$ cat config.mk
export PLATFORM = sky130hd
export DESIGN_NAME = pcie_lane_sequencer
export DESIGN_NICKNAME = d
export VERILOG_FILES = /design/src/rtl/pcie_seq_pkg.sv /design/src/rtl/pcie_seq_sync.sv /design/src/rtl/pcie_lane_sequencer.sv
export SDC_FILE = /design/constraint.sdc
export NUM_CORES = 1
export LEC_CHECK = 0
export CAP_MARGIN = 20
export CORE_MARGIN = 2
export CORE_UTILIZATION = 40
export CTS_BUF_LIST = sky130_fd_sc_hd__clkbuf_2
export DETAILED_ROUTE_END_ITERATION = 10
export SLEW_MARGIN = 20
export SYNTH_ARGS = -nofsm -noshare
export SYNTH_HDL_FRONTEND = slang
export SYNTH_SLANG_ARGS = --single-unit
$ cat constraint.sdc
create_clock -name CLK -period 2.3 [get_ports CLK]
set_input_delay 0.69 -clock CLK [delete_from_list [all_inputs] [get_ports CLK]]
set_output_delay 0.69 -clock CLK [all_outputs]
set_load 0.01 [all_outputs]
$ cat src/rtl/pcie_seq_pkg.sv
// Shared types and default limits for the PCIe lane bring-up sequencer.
package pcie_seq_pkg;

    localparam int unsigned PCIE_NUM_LANES      = 8;
    localparam int unsigned DEF_RST_HOLD_CYCLES = 256;
    localparam int unsigned DEF_LINK_TIMEOUT    = 1048576;
    localparam int unsigned DEF_MAX_RETRY       = 3;

    typedef enum logic [2:0] {
        RESET_HOLD,
        WAIT_LOCK,
        TRAIN,
        UP,
        FAILED
    } seq_state_t;

endpackage

$ cat src/rtl/pcie_seq_sync.sv
// Parameterised-width 2-flop synchronizer, asynchronous active-low reset to 0.
module pcie_seq_sync #(
    parameter int unsigned WIDTH = 1
) (
    input  logic             CLK,
    input  logic             RST_N,
    input  logic [WIDTH-1:0] d,
    output logic [WIDTH-1:0] q
);

    logic [WIDTH-1:0] meta;

    always_ff @(posedge CLK or negedge RST_N) begin
        if (!RST_N) begin
            meta <= '0;
            q    <= '0;
        end else begin
            meta <= d;
            q    <= meta;
        end
    end

endmodule

$ cat src/rtl/pcie_lane_sequencer.sv
// PHY reset / PLL lock / link training sequencer with bounded retries.
// Define PCIE_SEQ_SYNC_EN to pass clk_locked, link_up and lane_active through 2-flop synchronizers.
module pcie_lane_sequencer
    import pcie_seq_pkg::*;
#(
    parameter int unsigned RST_HOLD_CYCLES = DEF_RST_HOLD_CYCLES,
    parameter int unsigned LINK_TIMEOUT    = DEF_LINK_TIMEOUT,
    parameter int unsigned MAX_RETRY       = DEF_MAX_RETRY
) (
    input  logic                      CLK,
    input  logic                      RST_N,
    input  logic                      clk_locked,
    input  logic                      link_up,
    input  logic [PCIE_NUM_LANES-1:0] lane_active,
    input  logic [PCIE_NUM_LANES-1:0] lane_mask,
    input  logic                      restart,
    output logic                      phy_rst_n,
    output logic [PCIE_NUM_LANES-1:0] lane_en,
    output logic                      ready,
    output logic                      fail,
    output logic [1:0]                retry_cnt
);

    localparam int unsigned TMR_MAX = (RST_HOLD_CYCLES > LINK_TIMEOUT) ? RST_HOLD_CYCLES : LINK_TIMEOUT;
    localparam int unsigned TMR_W   = $clog2(TMR_MAX);
    localparam logic [TMR_W-1:0] HOLD_LOAD  = TMR_W'(RST_HOLD_CYCLES - 1);
    localparam logic [TMR_W-1:0] TRAIN_LOAD = TMR_W'(LINK_TIMEOUT - 1);
    localparam logic [1:0]       RETRY_MAX  = 2'(MAX_RETRY);

    logic                      locked_s;
    logic                      link_up_s;
    logic [PCIE_NUM_LANES-1:0] lane_active_s;

`ifdef PCIE_SEQ_SYNC_EN
    pcie_seq_sync #(.WIDTH(PCIE_NUM_LANES + 2)) u_sync (
        .CLK   (CLK),
        .RST_N (RST_N),
        .d     ({clk_locked, link_up, lane_active}),
        .q     ({locked_s, link_up_s, lane_active_s})
    );
`else
    assign locked_s      = clk_locked;
    assign link_up_s     = link_up;
    assign lane_active_s = lane_active;
`endif

    seq_state_t                state;
    logic [TMR_W-1:0]          tmr;
    logic [PCIE_NUM_LANES-1:0] mask_q;
    logic [PCIE_NUM_LANES-1:0] next_mask;
    logic                      lanes_ok;

    // An empty mask means "train every lane".
    assign next_mask = (lane_mask == '0) ? '1 : lane_mask;
    assign lanes_ok  = (lane_active_s & mask_q) == mask_q;

    always_ff @(posedge CLK or negedge RST_N) begin
        if (!RST_N) begin
            state     <= RESET_HOLD;
            tmr       <= HOLD_LOAD;
            mask_q    <= '0;
            phy_rst_n <= 1'b0;
            lane_en   <= '0;
            ready     <= 1'b0;
            fail      <= 1'b0;
            retry_cnt <= '0;
        end else if (restart) begin
            state     <= RESET_HOLD;
            tmr       <= HOLD_LOAD;
            phy_rst_n <= 1'b0;
            lane_en   <= '0;
            ready     <= 1'b0;
            fail      <= 1'b0;
            retry_cnt <= '0;
        end else begin
            case (state)
                RESET_HOLD: begin
                    if (tmr == '0) state <= WAIT_LOCK;
                    else           tmr   <= tmr - 1'b1;
                end
                WAIT_LOCK: begin
                    if (locked_s) begin
                        state     <= TRAIN;
                        mask_q    <= next_mask;
                        lane_en   <= next_mask;
                        phy_rst_n <= 1'b1;
                        tmr       <= TRAIN_LOAD;
                    end
                end
                TRAIN: begin
                    // Success is checked first so it wins over a coincident timeout.
                    if (link_up_s && lanes_ok) begin
                        state     <= UP;
                        ready     <= 1'b1;
                        retry_cnt <= '0;
                    end else if (!locked_s) begin
                        state     <= RESET_HOLD;
                        tmr       <= HOLD_LOAD;
                        phy_rst_n <= 1'b0;
                        lane_en   <= '0;
                    end else if (tmr == '0) begin
                        phy_rst_n <= 1'b0;
                        lane_en   <= '0;
                        if (retry_cnt == RETRY_MAX) begin
                            state <= FAILED;
                            fail  <= 1'b1;
                        end else begin
                            state     <= RESET_HOLD;
                            tmr       <= HOLD_LOAD;
                            retry_cnt <= retry_cnt + 2'd1;
                        end
                    end else begin
                        tmr <= tmr - 1'b1;
                    end
                end
                UP: begin
                    if (!link_up_s || !locked_s || !lanes_ok) begin
                        state     <= RESET_HOLD;
                        tmr       <= HOLD_LOAD;
                        phy_rst_n <= 1'b0;
                        lane_en   <= '0;
                        ready     <= 1'b0;
                        retry_cnt <= '0;
                    end
                end
                FAILED: ;
                default: begin
                    state     <= RESET_HOLD;
                    tmr       <= HOLD_LOAD;
                    phy_rst_n <= 1'b0;
                    lane_en   <= '0;
                    ready     <= 1'b0;
                    fail      <= 1'b0;
                    retry_cnt <= '0;
                end
            endcase
        end
    end

endmodule

==> Yosys cells after proc, flatten, opt, wreduce, memory -nomap -nowiden <==
Index checks and enable logic that the tools add are counted.
{ "word_totals": {"wordCells": 105, "memories": 0, "mem_bits_ro": 0, "register_bits": 44, "in_bits": 21, "latchBits": 0, "ram_bits": 0} }
{ "classes": {"n_addsub": 2, "n_mux": 49, "order_cmp": 0, "bitwise": 2, "reduce_logical": 19, "n_shift": 0, "mul": 0, "n_eq_ne": 25, "div": 0} }
{ "ops": {"columns": ["cell", "count"], "rows": [
  ["20-bit two-way mux", 8],
  ["20-bit case mux with 5 select lines", 1],
  ["8-bit two-way mux", 7],
  ["8-bit case mux with 4 select lines", 1],
  ["3-bit != test (second input constant)", 9],
  ["3-bit two-way mux", 8],
  ["20-bit zero test", 1],
  ["5-bit AND reduction", 4],
  ["20-bit by 1-bit subtractor with 20-bit output (second input constant)", 1],
  ["4-bit != test (second input constant)", 4],
  ["3-bit case mux with 5 select lines", 1],
  ["1-bit two-way mux", 13],
  ["2-bit two-way mux", 6],
  ["5-bit != test (second input constant)", 2],
  ["8-bit bitwise AND", 1],
  ["8-bit equality test", 1],
  ["8-bit zero test", 1],
  ["3-bit by 2-bit equality test with 1-bit output (second input constant)", 2],
  ["2-bit by 1-bit != test with 1-bit output (second input constant)", 3],
  ["2-bit case mux with 3 select lines", 1],
  ["3-bit AND reduction", 2],
  ["6-bit AND reduction", 1],
  ["1-bit case mux with 4 select lines", 1],
  ["4-bit OR reduction", 1],
  ["14 further kinds", 17]
]} }

==> Depth between registers and ports, before layout <==
Gate-level depths: netlist (run 1).
{ "logic_depth": {"ltp_word": 7, "mapped_depth": 9, "depth_no_buf": 8} }

==> Worst setup path after synthesis (run 1) <==
No wires, ideal clock.
{ "synth_path": {"kind": "input port to flip-flop", "from": "in clk_locked", "to": "reg tmr[18]", "arrival_ns": 2.233, "path_slack_ns": -0.019, "n_path_buf": 2, "t_required_ns": 2.214, "path_stages": 7, "cell_sequence": "clkbuf_1 nand4b_1 nor4_2 a2111o_1 buf_6 mux2_2 nor3_1"} }
{ "synth_via": {"elab_chain_cells": 5, "word_cells_on_any_way": 11, "classes_between": "eq/ne (3); mux (4); reduce/logical (4)"} }
{ "synth_rtl": {"columns": ["element", "line", "text"], "rows": [
  ["start, declared", "pcie_lane_sequencer.sv:12", "input logic clk_locked,"],
  ["1-bit zero test", "pcie_lane_sequencer.sv:117", "if (!link_up_s || !locked_s || !lanes_ok) begin"],
  ["1-bit logical OR (2 in series)", "pcie_lane_sequencer.sv:117", null],
  ["3-bit != test (no source line)", null, null],
  ["6-bit AND reduction (no source line)", null, null],
  ["end signal, assigned", "pcie_lane_sequencer.sv:79", "else tmr <= tmr - 1'b1;"],
  ["end signal, assigned", "pcie_lane_sequencer.sv:113", "tmr <= tmr - 1'b1;"],
  ["end, declared", "pcie_lane_sequencer.sv:48", "logic [TMR_W-1:0] tmr;"]
]} }
Parallel ways exist; a longest one is shown, timed or not. The select of a mux whose other input is x is not followed.
A chain may end at the register's enable or synchronous reset.

==> Worst setup path after layout (run 1) <==
{ "layout_path": {"from": "in lane_active[2]", "to": "reg tmr[19]"} }
{ "layout_via": {"elab_chain_cells": 6, "word_cells_on_any_way": 8, "classes_between": "eq/ne (3); bitwise (1); reduce/logical (4)"} }
{ "layout_rtl": {"columns": ["element", "line", "text"], "rows": [
  ["start, declared", "pcie_lane_sequencer.sv:14", "input logic [PCIE_NUM_LANES-1:0] lane_active,"],
  ["8-bit bitwise AND (*)", "pcie_lane_sequencer.sv:55", "assign lanes_ok = (lane_active_s & mask_q) == mask_q;"],
  ["8-bit equality test (*)", "pcie_lane_sequencer.sv:55", null],
  ["1-bit zero test", "pcie_lane_sequencer.sv:117", null],
  ["1-bit logical OR", "pcie_lane_sequencer.sv:117", null],
  ["3-bit != test (no source line)", null, null],
  ["6-bit AND reduction (no source line) (*)", null, null]
]} }
Every way passes the cells marked *; elsewhere a longest branch is shown, timed or not.

==> reports/results.ini, run 1 <==
[pwr]
p_sw_mw = 0.390
seq_power_share_pct = 54.7
p_per_area_nw_per_um2 = 399
swShare_pct = 26.5
power_frac_clock_pct = 31.8
p_int_mw = 1.08
p_leak_nw = 1.78
vdd_ir_drop_max_mv = 0.384
combPwrFrac_pct = 13.5

[sta]
drv_slew = 0
worstMarginPinSlew_ns = 0.564
hold_slack_ns = 0.199
hold_viol = 0
layout_worst_path_cycle_share_pct = 99.4
slew_headroom_pct = 61.9
setup_slack_ns = 0.0146
fin_crit_ns = 2.29
setup_tns_ns = 0
max_freq_mhz = 438
setup_viol = 0
clock_skew_ns = 0.0194

[critical_path]
crit_fanout = 6
rr_startpoint = state[1]$_DFFE_PN0P_
end_kind = register
required_ns = 2.66
critPathKind = input port to register
startpoint = lane_active[2]
startpoint_type = input port
crit_arrival_ns = 2.65

[clocking]
cts_tree = built
clock_latency_ns = 0.42
cts_made_buffers = 5
post_cts_hold_buffer_count = 0
clk_pin_slew_ns = 0.25
clock_path_buffers = 2
clock-root-buffer = clkbuf_2
htree_num_levels = 2
clock-sinks = 44

[logic_synthesis]
synth_seq_cells = 44
yosys.area.top_type = dfrtp_1
synth_top_area_share_pct = 34.2
ys_types = 55
yosysWarningCount = 0
syn_nets = 324
netlist_instances = 300
ys_top_cells_by_area = dfrtp_1, dfstp_2, nor2_1
avgSynthCellArea_um2 = 8.79
synth_edf_count = 0
synth-seq-area-share_pct = 42.1
synth_area_um2 = 2640
ys.flop_type = dfrtp_1
synthTopCellsByCount = nor2_1, dfrtp_1, o21ai_0
yosys.cell_count.top_type = nor2_1
async_flop_share_pct = 100

[global_route]
grt_pass1_vias = 2528
grt_overflow = 0
grt_max_degree = 24
grt_antenna_before_repair = 0
grt_pass1_wl_um = 12400
grt_usage_pct = 21.1

[floorplanning]
start_util_pct = 41.5
ios = 34
rows = 29
die_h_um = 85.2
die_area_um2 = 7260
coreArea_um2 = 6350
die_w_um = 85.2

[detailed_routing]
wl_um = 7480
drt_iter0_drc = 214
drc = 0
num_vias = 2736
wl_per_cell_um = 16.1
antenna_left = 0
vias_per_cell = 5.88
firstDrtPassIters = 7

[layout]
design_area_um2 = 3690
nets = 411
drive_above_1_share_pct = 29.9
area_delta_synth_final_pct = 40.2
antenna_cells = 0
final_util_pct = 58.2

[outcome]
outcome = finished, final reports clean

[placed_design]
hpwl_um = 5510
place_congestion = 0.912
place_ws_ns = -0.634
place_area_um2 = 3410
portBuffers = 33

[run]
maxCapViolations = 0

[hold_path]
hold_path_class = input port to asynchronous set/reset pin

## worst paths after layout
check	cells after the start	slack, ns	endpoint
hold reg to reg	1	0.51	mask_q[0]$_DFFE_PN0P_
max in group asynchronous	2	1.47	tmr[0]$_DFFE_PN1P_
min in group CLK	1	0.51	mask_q[0]$_DFFE_PN0P_
hold / removal	1	0.20	lane_en[3]$_DFFE_PN0P_
setup reg to reg	7	0.07	tmr[7]$_DFFE_PN1P_
setup / recovery	7	0.01	tmr[19]$_DFFE_PN0P_
## power groups by stage
stage	clock network (mW)	logic (mW)	registers, mW
2_1_floorplan	0	0.0743	0.813
3_3_place_gp	0	0.171	0.816
3_5_place_dp	0	0.173	0.816
4_1_cts	0.482	0.175	0.804
5_1_grt	0.507	0.219	0.808
6_report	0.469	0.198	0.805
## kinds of logic after synthesis
group / synth area share (%)
mux: 0.854
fa+ha+maj: 1.42
buf+inv: 4.18
flops: 42.1
compound gates: 26.8
simple gates: 24.6
## per-layer routing
layer  GRT usage (%)  vias to the layer above  part of all wire, %
met5               0                        -                    0
met4            4.47                        0                  1.2
met3            3.40                       12                  4.8
met2            33.5                      100                   47
met1            30.7                     1325                   47
li1                -                     1299                    -
## area by class of cell
class / instances / area (µm²)
clock buffer: 5 / 25.0
clock inverter: 3 / 46.3
fill: 525 / 2660
inverter: 9 / 33.8
multi-input combinational: 232 / 1580
sequential: 44 / 1120
tap: 77 / 96.3
timing repair buffer: 95 / 802
## placed cells by master (no fill, tap or decap), types with 7 or more instances in the layout
master	count
buf_4	60
nor2_1	55
dfrtp_1	32
clkdlybuf4s50_1	29
o21ai_0	21
a21o_1	17
a21oi_1	15
nor3_1	11
inv_1	9
o22a_1	9
a31oi_1	8
dfstp_2	8
nor4_1	7
## critical path: stages
cell and delay [ns]:
clkdlybuf4s50_1 0.44, o221ai_4 0.18, buf_6 0.13, nor4_4 0.04, a2111o_1 0.51, a2111o_1 0.48
o21ai_1 0.18
## state kept, by name, indices dropped and copies added (netlist names)
signal,count
retry_cnt,2
lane_en,8
fail,1
ready,1
phy_rst_n,1
tmr,20
state,3
mask_q,8
## through the flow
| stage | cells | total power [mW] |
|---|---|---|
| floorplan | 300 | 0.887 |
| global placement | 451 | 0.987 |
| detailed placement | 451 | 0.989 |
| CTS | 460 | 1.46 |
| global route | 465 | 1.53 |
| finish | 465 | 1.47 |
## what timing repair did
| action | CTS | global route |
|---|---|---|
| endpoints found under the setup margin | 20 | 30 |
| pin swaps | 2 | 11 |
| buffers inserted | 1 | 5 |
| gates cloned | 0 | 0 |
| resized for setup | 3 | 34 |
Note: power is estimated with default switching activity, not from simulation.
==> run 2: changes to the inputs <==
--- a/config.mk
+++ b/config.mk
@@ -6,10 +6,12 @@
 export NUM_CORES = 1
 export LEC_CHECK = 0
 export CAP_MARGIN = 20
+export CORE_ASPECT_RATIO = 0.9
 export CORE_MARGIN = 2
 export CORE_UTILIZATION = 40
 export CTS_BUF_LIST = sky130_fd_sc_hd__clkbuf_2
 export DETAILED_ROUTE_END_ITERATION = 10
+export DONT_BUFFER_PORTS = 1
 export SLEW_MARGIN = 20
 export SYNTH_ARGS = -nofsm -noshare
 export SYNTH_HDL_FRONTEND = slang
==> reports/results.ini, run 2 (synthesis results as in run 1) <==
[outcome]
outcome = finished, final reports clean

[critical_path]
r2r_slack_ns = 0.008  ; -0.06 ns
max_stage_delay_ns = 0.69  ; +0.18 ns
end_kind = register
critPathKind = register to register
startpoint_type = register
required_ns = 2.67  ; about the same
crit_fanout = 5  ; -1
slowest_stage = or4_1
crit_chain = or4_1 > nor3_4 > buf_4 > nand3_2 > a31o_1 > a221o_1
crit_arrival_ns = 2.66  ; about the same

[detailed_routing]
vias_per_cell = 5.85  ; -0.63%
wl_per_cell_um = 16.3  ; +1.4%
antenna_left = 0  ; unchanged
firstDrtPassIters = 6  ; -1
num_vias = 2485  ; -9.2%
drc = 0  ; unchanged
wl_um = 6930  ; -7.3%
drt_iter0_drc = 186  ; -13%

[sta]
drv_slew = 0  ; unchanged
worstMarginPinSlew_ns = 0.631  ; +0.0672 ns
hold_slack_ns = 0.0370  ; -0.162 ns
setup_tns_ns = 0  ; unchanged
layout_worst_path_cycle_share_pct = 99.7  ; +0.29 points
setup_slack_ns = 0.00794  ; -0.00671 ns
setup_viol = 0  ; unchanged
slew_headroom_pct = 57.8  ; -4.1 points
max_freq_mhz = 436  ; -0.29%
grt_setup_unrepaired = yes
hold_viol = 0  ; unchanged
clock_skew_ns = 0.0323  ; +0.0128 ns
fin_crit_ns = 2.29  ; +0.00671 ns

[placed_design]
portBuffers = 0  ; -100%
place_congestion = 0.889  ; -2.5%
place_ws_ns = -0.102  ; +0.531 ns
hpwl_um = 4970  ; -9.9%
place_area_um2 = 2950  ; -13%
dp_cells = 411  ; -8.9%

[floorplanning]
coreArea_um2 = 6480  ; +2.1%
die_w_um = 89.6  ; +5.2%
ios = 34  ; unchanged
start_util_pct = 40.7  ; -0.84 points
rows = 28  ; -3.4%
die_area_um2 = 7260  ; about the same
die_h_um = 81.0  ; -4.9%

[layout]
drive_above_1_share_pct = 23.0  ; -6.9 points
largest_reg_flops = 20  ; unchanged
nets = 358  ; -13%
final_common_cell = nor2_1
final_util_pct = 48.3  ; -9.8 points
design_area_um2 = 3130  ; -15%
area_delta_synth_final_pct = 18.8
reg_top3 = tmr (20), lane_en (8), mask_q (8)
nFillCells = 618  ; +18%
final_cells = 425  ; -8.6%
final_cell_mix = nor2_1, buf_4, dfrtp_1
antenna_cells = 0  ; unchanged
largest-register = tmr

[global_route]
grt_overflow = 0  ; unchanged
grt_pass1_vias = 2375  ; -6.1%
grt_usage_pct = 20.4  ; -0.77 points
grt_antenna_before_repair = 0  ; unchanged
grt_pass1_wl_um = 11500  ; -6.7%
grt_max_degree = 37  ; +54%

[pwr]
vdd_ir_drop_max_mv = 0.272  ; -29%
p_leak_nw = 1.52  ; -15%
total_power_mw = 1.39  ; -5.8%
swShare_pct = 25.7  ; -0.76 points
seq_power_share_pct = 57.9  ; +3.2 points
power_frac_clock_pct = 33.0  ; +1.2 points
p_per_area_nw_per_um2 = 443  ; +11%
p_int_mw = 1.03  ; -4.9%
p_sw_mw = 0.357  ; -8.5%
combPwrFrac_pct = 9.1  ; -4.4 points

[run]
maxCapViolations = 0  ; unchanged

[hold_path]
hold_path_class = input port to asynchronous set/reset pin

[clocking]
clock_latency_ns = 0.44  ; +0.02 ns
cts_tree = built
clock-sinks = 44  ; unchanged
clock-root-buffer = clkbuf_2
htree_num_levels = 2  ; unchanged
clock_path_buffers = 2  ; unchanged
cts_made_buffers = 5  ; unchanged
clk_pin_slew_ns = 0.26  ; about the same

## run 2: cell count changes in the layout (fill, tap and decap cells not counted), moves of 4 or more
cell | before | now
dfrtp_1 | 32 | 36
buf_4 | 60 | 41
dfrtp_2 | 4 | 0
clkdlybuf4s50_1 | 29 | 0
o21ai_2 | 4 | 0
## run 2: final cells by class
| type | instances | area [µm²] | area share [%] |
|---|---|---|---|
| clock inverter | 3 | 42.5 | 1.36 |
| tap | 90 | 113 | 3.59 |
| sequential | 44 | 1110 | 35.5 |
| multi-input combinational | 232 | 1480 | 47.2 |
| inverter | 9 | 33.8 | 1.08 |
| clock buffer | 5 | 25.0 | 0.799 |
| timing repair buffer | 42 | 328 | 10.5 |
## run 2: metal layers
metal	vias up	track usage (%)	wire (µm)
met4	0	5.97	102
met5	-	0	0
met2	76	30.6	3120
met1	1219	29.6	3290
li1	1181	-	-
met3	9	3.86	413
## run 2: critical path: cells and delay by family, from the launching register on
family	cells	cell delay [ns]
AOI/OAI and AO/OA	2	0.56
buffers and inverters	1	0.16
DFF	1	0.49
and+or+nand+nor	3	1.04
## run 2: path summary, 6_finish.rpt
kind,depth (start not counted),start,to
max,6,tmr[15]$_DFFE_PN0P_,tmr[17]$_DFFE_PN0P_
min,1,RST_N,state[1]$_DFFE_PN0P_
max reg2reg,6,tmr[15]$_DFFE_PN0P_,tmr[17]$_DFFE_PN0P_
min reg2reg,1,mask_q[2]$_DFFE_PN0P_,mask_q[2]$_DFFE_PN0P_
max in group asynchronous,1,RST_N,tmr[11]$_DFFE_PN0P_
min in group CLK,2,clk_locked,state[1]$_DFFE_PN0P_
## run 2: power groups by stage
stage | clock (mW) | combinational [mW] | sequential, mW
finish | 0.457 | 0.126 | 0.803
global route | 0.502 | 0.144 | 0.806
CTS | 0.473 | 0.122 | 0.804
detailed placement | 0 | 0.105 | 0.816
global placement | 0 | 0.104 | 0.816
floorplan | 0 | 0.0743 | 0.813
## run 2: timing repair
action                                 4_1_cts  5_1_grt
pin swaps                                    2        2
setup endpoints to repair                    5       29
setup buffers                                2        3
gates resized for setup                      0       12
endpoints found under the hold margin       36        0
hold buffers                                 1        0
==> run 3: changes to the inputs <==
--- a/config.mk
+++ b/config.mk
@@ -11,7 +11,6 @@
 export CORE_UTILIZATION = 40
 export CTS_BUF_LIST = sky130_fd_sc_hd__clkbuf_2
 export DETAILED_ROUTE_END_ITERATION = 10
-export DONT_BUFFER_PORTS = 1
 export SLEW_MARGIN = 20
 export SYNTH_ARGS = -nofsm -noshare
 export SYNTH_HDL_FRONTEND = slang
==> reports/results.ini, run 3 (synthesis results as in run 1) <==
[sta]
max_freq_mhz = 450  ; +3.1%
hold_viol = 0  ; unchanged
grt_setup_unrepaired = no
drv_slew = 0  ; unchanged
fin_crit_ns = 2.22  ; -0.0693 ns
hold_slack_ns = 0.182  ; +0.145 ns
setup_viol = 0  ; unchanged
slew_headroom_pct = 68.0  ; +10 points
worstMarginPinSlew_ns = 0.475  ; -0.156 ns
clock_skew_ns = 0.00845  ; -0.0238 ns
layout_worst_path_cycle_share_pct = 96.6  ; -3.0 points

[layout]
largest_reg_flops = 20  ; unchanged
final_cell_mix = nor2_1, buf_4, dfrtp_1
antenna_cells = 0  ; unchanged
final_util_pct = 55.4  ; +7.1 points
largest-register = tmr
drive_above_1_share_pct = 25.6  ; +2.6 points
reg_top3 = tmr (20), lane_en (8), mask_q (8)
area_delta_synth_final_pct = 36.3
nets = 406  ; +13%
nFillCells = 586  ; -5.2%

[floorplanning]
rows = 28  ; unchanged
die_w_um = 89.6  ; unchanged
ios = 34  ; unchanged
start_util_pct = 40.7  ; unchanged
coreArea_um2 = 6480  ; unchanged
die_h_um = 81.0  ; unchanged
die_area_um2 = 7260  ; unchanged

[clocking]
clock_path_buffers = 2  ; unchanged
clock_latency_ns = 0.42  ; -0.02 ns
post_cts_hold_buffer_count = 0  ; -1
cts_tree = built
htree_num_levels = 2  ; unchanged
clock-root-buffer = clkbuf_2
clk_pin_slew_ns = 0.22  ; -0.04 ns
cts_made_buffers = 5  ; unchanged
clock-sinks = 44  ; unchanged

[critical_path]
startpoint_type = input port
crit_arrival_ns = 2.59  ; -0.07 ns
end_kind = register
critPathKind = input port to register
required_ns = 2.67  ; about the same
crit_fanout = 5  ; unchanged

[outcome]
outcome = finished, final reports clean

[detailed_routing]
firstDrtPassIters = 4  ; -2
antenna_left = 0  ; unchanged
vias_per_cell = 5.52  ; -5.6%
drc = 0  ; unchanged
wl_um = 7280  ; +5.1%
num_vias = 2610  ; +5.0%
drt_iter0_drc = 139  ; -25%
wl_per_cell_um = 15.4  ; -5.6%

[global_route]
grt_overflow = 0  ; unchanged
grt_pass1_wl_um = 12000  ; +4.5%
grt_pass1_vias = 2422  ; +2.0%
grt_antenna_before_repair = 0  ; unchanged
grt_busiest_layer = met1
grt_max_degree = 26  ; -30%
gr-usage-met1_pct = 32.0  ; +2.4 points
grt_usage_pct = 21.4  ; +1.1 points
met2_usage_pct = 30.9  ; +0.29 points
gr-usage-met3_pct = 4.98  ; +1.1 points

[hold_path]
hold_path_class = input port to asynchronous set/reset pin

[placed_design]
place_congestion = 0.927  ; +4.3%
portBuffers = 33  ; +33
hpwl_um = 5500  ; +11%

[pwr]
p_leak_nw = 1.73  ; +14%
vdd_ir_drop_max_mv = 0.206  ; -24%
p_per_area_nw_per_um2 = 370  ; -16%

[run]
maxCapViolations = 0  ; unchanged

==> run 3: cell types whose count changed in the layout (fill, tap and decap cells not counted), moves of 2 or more <==
cell	previous run	this run
o21ai_2	0	2
a21oi_2	2	0
a21oi_1	14	16
clkdlybuf4s50_1	0	30
buf_4	41	55
o21ai_1	7	5
clkbuf_2	5	7
==> run 3: worst paths after layout <==
kind,from,to,slack (ns),cells after the start
min in group CLK,mask_q[0]$_DFFE_PN0P_,mask_q[0]$_DFFE_PN0P_,0.51,1
min reg2reg,mask_q[0]$_DFFE_PN0P_,mask_q[0]$_DFFE_PN0P_,0.51,1
max reg2reg,tmr[14]$_DFFE_PN0P_,phy_rst_n$_DFFE_PN0P_,0.09,7
max,lane_active[6],tmr[15]$_DFFE_PN0P_,0.08,6
min,RST_N,state[2]$_DFFE_PN0P_,0.18,1
max in group asynchronous,RST_N,tmr[10]$_DFFE_PN0P_,1.62,2
==> run 3: metal layers <==
metal	wire length (µm)	share of wire [%]
met5	0	0
met4	71	0.98
met3	407	5.6
met2	3270	45
met1	3530	48
==> run 3: worst max-delay path: stages <==
cell             delay (ns)
clkdlybuf4s50_1        0.44
o2111ai_4              0.27
nor3_2                 0.09
a2111o_1               0.42
a2111o_1               0.50
o21ai_1                0.17
==> run 3: report_power, final <==
part	internal (mW)	switching (mW)	leakage [nW]
logic	0.0920	0.0921	1.11
clock network	0.0829	0.260	0.0330
registers	0.793	0.0105	0.582
total	0.968	0.363	1.73
==> run 3: area by class of cell <==
cell class,count,area (µm²),share of cell area [%]
clock buffers,7,35.0,0.975
clock inverters,1,5.00,0.139
inverters,9,33.8,0.940
multi-input cells,232,1520,42.2
flip-flops and latches,44,1110,31.0
well taps,90,113,3.13
repair buffers,90,779,21.7
==> run 3: per-stage QoR <==
step                cells  setup WS, ns  total power, mW  TNS (ns)  cell area (µm²)
floorplan             300      -0.00167            0.887  -0.00655             2650
global placement      462        -0.544            0.986    -12.70             3440
detailed placement    462        -0.622            0.987    -14.42             3440
CTS                   470        0.0346             1.34         0             3500
global route          473       0.00242             1.39         0             3590
finish                473        0.0772             1.33         0             3590
==> run 3: timing repair <==
| item | CTS | global route |
|---|---|---|
| pin swaps | 2 | 5 |
| setup buffers | 0 | 3 |
| endpoints found under the setup margin | 16 | 31 |
| resized for setup | 5 | 13 |
